===== src/rtl/cache_ctrl.sv =====
// Sequencing FSM for a direct-mapped write-back data cache: hit service, dirty writeback, refill, timeout.
// Optional statistics counters are built in when CACHE_STATS_EN is defined.
module cache_ctrl #(
    parameter int unsigned MAX_WAIT = 255,
    parameter int unsigned CNT_W    = 32
) (
    input  logic             clk,
    input  logic             rst,
    input  logic             cpu_req,
    input  logic             cpu_we,
    input  logic             cpu_is_word,
    output logic             cpu_ready,
    output logic             err,
    input  logic             cache_hit,
    input  logic             cache_valid,
    input  logic             cache_dirty,
    output logic             we_cache,
    output logic             is_word,
    output logic             set_valid,
    output logic             set_dirty,
    output logic             data_sel,
    output logic             mem_re,
    output logic             mem_we,
    output logic             addr_sel,
    input  logic             mem_ack
`ifdef CACHE_STATS_EN
    ,
    output logic [CNT_W-1:0] hit_cnt,
    output logic [CNT_W-1:0] miss_cnt,
    output logic [CNT_W-1:0] wb_cnt
`endif
);

    typedef enum logic [1:0] {
        IDLE      = 2'd0,
        WRITEBACK = 2'd1,
        REFILL    = 2'd2
    } state_t;

    localparam logic [7:0] MAX_WAIT_C = 8'(MAX_WAIT);

    state_t      state_r;
    state_t      next_state_s;
    logic [7:0]  wait_cnt_r;
    logic        cnt_clr_s;
    logic        cnt_inc_s;
    logic        timeout_s;

    assign timeout_s = (wait_cnt_r >= MAX_WAIT_C);

    // State register
    always_ff @(posedge clk or posedge rst) begin
        if (rst) begin
            state_r <= IDLE;
        end else begin
            state_r <= next_state_s;
        end
    end

    // Memory wait counter: restarts on every state change, saturates rather than wrapping
    always_ff @(posedge clk or posedge rst) begin
        if (rst) begin
            wait_cnt_r <= 8'd0;
        end else if (cnt_clr_s) begin
            wait_cnt_r <= 8'd0;
        end else if (cnt_inc_s && (wait_cnt_r != 8'hFF)) begin
            wait_cnt_r <= wait_cnt_r + 8'd1;
        end else begin
            wait_cnt_r <= wait_cnt_r;
        end
    end

    // Next-state and strobe decode; array valid/dirty bits are held unless a state overrides them
    always_comb begin
        next_state_s = state_r;
        cnt_clr_s    = 1'b0;
        cnt_inc_s    = 1'b0;
        cpu_ready    = 1'b0;
        err          = 1'b0;
        we_cache     = 1'b0;
        is_word      = 1'b0;
        set_valid    = cache_valid;
        set_dirty    = cache_dirty;
        data_sel     = 1'b0;
        mem_re       = 1'b0;
        mem_we       = 1'b0;
        addr_sel     = 1'b0;
        case (state_r)
            IDLE: begin
                if (cpu_req) begin
                    if (cache_hit) begin
                        cpu_ready = 1'b1;
                        if (cpu_we) begin
                            we_cache  = 1'b1;
                            is_word   = cpu_is_word;
                            data_sel  = 1'b0;
                            set_valid = 1'b1;
                            set_dirty = 1'b1;
                        end else begin
                            we_cache = 1'b0;
                        end
                    end else begin
                        cnt_clr_s = 1'b1;
                        if (cache_valid && cache_dirty) begin
                            next_state_s = WRITEBACK;
                        end else begin
                            next_state_s = REFILL;
                        end
                    end
                end else begin
                    next_state_s = IDLE;
                end
            end
            WRITEBACK: begin
                if (timeout_s) begin
                    err          = 1'b1;
                    cnt_clr_s    = 1'b1;
                    next_state_s = IDLE;
                end else begin
                    mem_we   = 1'b1;
                    addr_sel = 1'b1;
                    if (mem_ack) begin
                        set_dirty    = 1'b0;
                        cnt_clr_s    = 1'b1;
                        next_state_s = REFILL;
                    end else begin
                        cnt_inc_s = 1'b1;
                    end
                end
            end
            REFILL: begin
                if (timeout_s) begin
                    err          = 1'b1;
                    cnt_clr_s    = 1'b1;
                    next_state_s = IDLE;
                end else begin
                    mem_re   = 1'b1;
                    addr_sel = 1'b0;
                    if (mem_ack) begin
                        we_cache     = 1'b1;
                        is_word      = 1'b1;
                        data_sel     = 1'b1;
                        set_valid    = 1'b1;
                        set_dirty    = 1'b0;
                        cnt_clr_s    = 1'b1;
                        next_state_s = IDLE;
                    end else begin
                        cnt_inc_s = 1'b1;
                    end
                end
            end
            default: begin
                cnt_clr_s    = 1'b1;
                next_state_s = IDLE;
            end
        endcase
    end

`ifdef CACHE_STATS_EN
    logic miss_pend_r;
    logic miss_evt_s;
    logic hit_evt_s;
    logic wb_evt_s;

    assign miss_evt_s = (state_r == IDLE) && cpu_req && !cache_hit;
    assign hit_evt_s  = cpu_ready && !miss_pend_r;
    assign wb_evt_s   = (state_r == WRITEBACK) && mem_ack && !timeout_s;

    // Remembers that the request in flight missed, so its final hit cycle is not counted as a hit
    always_ff @(posedge clk or posedge rst) begin
        if (rst) begin
            miss_pend_r <= 1'b0;
        end else if (miss_evt_s) begin
            miss_pend_r <= 1'b1;
        end else if (cpu_ready || ((state_r == IDLE) && !cpu_req)) begin
            miss_pend_r <= 1'b0;
        end else begin
            miss_pend_r <= miss_pend_r;
        end
    end

    // Saturating event counters
    always_ff @(posedge clk or posedge rst) begin
        if (rst) begin
            hit_cnt  <= '0;
            miss_cnt <= '0;
            wb_cnt   <= '0;
        end else begin
            if (hit_evt_s && (hit_cnt != {CNT_W{1'b1}})) begin
                hit_cnt <= hit_cnt + CNT_W'(1);
            end else begin
                hit_cnt <= hit_cnt;
            end
            if (miss_evt_s && (miss_cnt != {CNT_W{1'b1}})) begin
                miss_cnt <= miss_cnt + CNT_W'(1);
            end else begin
                miss_cnt <= miss_cnt;
            end
            if (wb_evt_s && (wb_cnt != {CNT_W{1'b1}})) begin
                wb_cnt <= wb_cnt + CNT_W'(1);
            end else begin
                wb_cnt <= wb_cnt;
            end
        end
    end
`endif

endmodule


===== config.mk =====
export PLATFORM = sky130hd
export DESIGN_NAME = cache_ctrl
export DESIGN_NICKNAME = d
export VERILOG_FILES = /design/src/rtl/cache_ctrl.sv
export SDC_FILE = /design/constraint.sdc
export NUM_CORES = 1
export LEC_CHECK = 0
export CAP_MARGIN = 40
export CELL_PAD_IN_SITES_DETAIL_PLACEMENT = 0
export CELL_PAD_IN_SITES_GLOBAL_PLACEMENT = 1
export CORE_UTILIZATION = 35
export DETAILED_ROUTE_END_ITERATION = 10
export PLACE_DENSITY_LB_ADDON = 0.25
export SYNTH_ARGS = -nofsm -noshare
export SYNTH_HDL_FRONTEND = slang
export SYNTH_SLANG_ARGS = --single-unit

===== constraint.sdc =====
create_clock -name clk -period 2.2 [get_ports clk]
set_clock_uncertainty 0.05 [all_clocks]
set_input_delay 0.33 -clock clk [delete_from_list [all_inputs] [get_ports clk]]
set_output_delay 0.33 -clock clk [all_outputs]
set_load 0.005 [all_outputs]

==> impl_metrics.json <==
{
  "outcome": "complete, no violations",
  "grt_util_all_layers_pct": 17.61,
  "power_density_mw_per_mm2": 864.5,
  "fin_util_pct": 55.88,
  "finalNonFillerCells": 146,
  "synthCells": 90,
  "tritoncts": "done",
  "ys_seq_area_share_pct": 32.31,
  "vias": 771,
  "cp_max_fo": 4,
  "clkLatencyLatePin_ns": 0.27,
  "rows": 16,
  "tns_ns": 0,
  "crit_required_ns": 1.82,
  "floorplan.initialDensity_pct": 38.30,
  "maxSlewViolCount": 0,
  "finalInstanceArea_mm2": 0.001130,
  "root_buffer": "clkbuf_4",
  "period_share_pct": 96.78,
  "syn_nets": 104,
  "ctsHoldBuffers": 0,
  "dr.pass1.iters": 4,
  "drv_cap": 0,
  "die_x_um": 49.04,
  "final_common_cell": "clkdlybuf4s50_1",
  "antenna_left": 0,
  "io_pins": 19,
  "startpoint_type": "flip-flop",
  "antenna_cells": 0,
  "setup_viol": 0,
  "avgViaCountPerCell": 5.281,
  "ff2ff_setup_slack_ns": 0.39,
  "drive_gt1_share_pct": 26.05,
  "antenna_found_initial": 0,
  "placed_cells": 138,
  "dp_worst_setup_slack_ns": 0.03705,
  "drt_wl_total_mm": 1.905,
  "grt_pass1_vias": 746,
  "gp_congestion": 0.7408,
  "drtIter0Drc": 18,
  "hold_viol": 0,
  "htreeDepth": 1,
  "grt_pass1_wl_mm": 3.263,
  "max_slew_margin_pct": 74.55,
  "hpwl_mm": 1.423,
  "cts_max_path_buffers": 2,
  "irDropWorstVdd_mv": 0.5520,
  "grt_max_degree": 11,
  "synth_cell_type_count": 35,
  "core_mm2": 0.002022,
  "yosys_register_bits": 10,
  "grt-ovfl-total": 0,
  "routedWlPerCell_um": 13.05,
  "period_minus_slack_ns": 2.129,
  "cts_sinks": 10,
  "synth_area_um2": 774.5,
  "port-buffer-count": 18,
  "post_dp_cell_area_mm2": 0.001007,
  "cp_data_arrival_time_ns": 1.75,
  "worst_pin_slew_ns": 0.3813,
  "leakage_nw": 0.5739,
  "ys.warnings.count": 0,
  "dieArea_mm2": 0.002405,
  "end_kind": "primary output",
  "layout_setup_ws_ns": 0.07080,
  "syn_area_per_cell_um2": 8.605,
  "numCtsBuffers": 3,
  "crit_type": "flip-flop to primary output",
  "holdCritPathClass": "primary input to async pin",
  "area_delta_synth_final_pct": 45.88,
  "max_freq_mhz": 469.7,
  "clk_pin_slew_ns": 0.07,
  "nets": 134,
  "layout_common_cells": "clkdlybuf4s50_1, buf_4, dfrtp_1, nand2_1, a31oi_1",
  "die_h_um": 49.04,
  "drc": 0
}
stage by stage:
| stage | hold slack (ns) | total power [mW] |
|---|---|---|
| after detailed placement | 0.4691 | 0.7273 |
| after global routing | 0.3260 | 1.056 |
| after floorplan | 0.1202 | 0.5456 |
| after CTS | 0.2925 | 0.9541 |
| final | 0.2819 | 0.9768 |
| after global placement | 0.4365 | 0.7250 |
registers in the layout, summed over array words and instances, names as in the netlist:
name / cells
state_r: 2
wait_cnt_r: 8
synth_stat cells:
library cell,count,share of area (%)
nand4_1,1,0.81
and4_2,1,1.3
nand4_2,1,1.6
nor3_1,5,3.2
a31oi_1,7,5.7
mux2i_1,2,2.6
a31o_2,1,1.1
nand2_1,7,3.4
nor2_1,6,2.9
and4_1,1,1.1
and2b_1,1,0.97
nand3b_1,2,1.9
or2_1,1,0.81
o21ai_0,2,1.3
and3_1,3,2.4
nand3_1,5,3.2
nor2b_1,1,0.81
nand2b_1,1,0.81
o21a_1,1,0.97
o21ba_1,1,1.3
and3b_1,2,2.3
buf_4,2,1.9
o22ai_1,3,2.4
o31a_1,1,1.1
ha_1,5,8.1
nor2_2,1,0.81
a22oi_1,1,0.97
and3_2,1,0.97
inv_1,8,3.9
buf_6,1,1.5
a32o_1,1,1.3
a21oi_1,2,1.3
o211ai_2,1,1.6
dfrtp_1,10,32
nand3_2,1,1.3
area by class of cell:
cell class,count,area (um2)
fill,196,892.1
clock buffer,4,36.28
sequential,10,251.5
tap,27,33.78
timing repair buffer,28,257.7
multi-input combinational,69,520.5
inverter,8,30.03
power breakdown:
group	leakage (nW)	switching [mW]	internal, mW	total [mW]
clock	0.0210	0.0624	0.100	0.163
combinational	0.418	0.274	0.289	0.563
sequential	0.135	0.0344	0.217	0.251
layer usage:
layer	global-route usage (%)	vias up	part of all wire (%)
met2	28.94	9	51
met5	0	-	0
li1	-	388	-
met4	4.412	0	0.63
met3	4.673	2	3.1
met1	22.82	372	46
repair_timing:
item                                    4_1_cts  5_1_grt
gates resized for setup                      13        7
buffers inserted                              4        0
pin swaps                                     2        0
endpoints found under the setup margin        7        4
final timing paths:
kind | from | end | cells after the start
worst max-delay path | state_r[0] | data_sel | 6
worst min-delay path | rst | wait_cnt_r[1] | 2
worst max register to register | state_r[0] | wait_cnt_r[7] | 7
worst min register to register | wait_cnt_r[7] | wait_cnt_r[7] | 1
max in group asynchronous | rst | wait_cnt_r[4] | 2
min in group clk | wait_cnt_r[7] | wait_cnt_r[7] | 1
logic make-up after synthesis:
logic type	share of synthesized area (%)
simple gates	30.70
fa+ha+maj	8.078
compound gates	19.06
mux	2.585
buf+inv	7.269
flops	32.31
worst max-delay path: stages, from the launching register on:
cell             delay, ns
dfrtp_1               0.41
inv_2                 0.13
ha_4                  0.17
o211ai_2              0.10
buf_4                 0.15
inv_1                 0.04
clkdlybuf4s50_1       0.49
No activity file was read; power rests on OpenSTA's default activity.
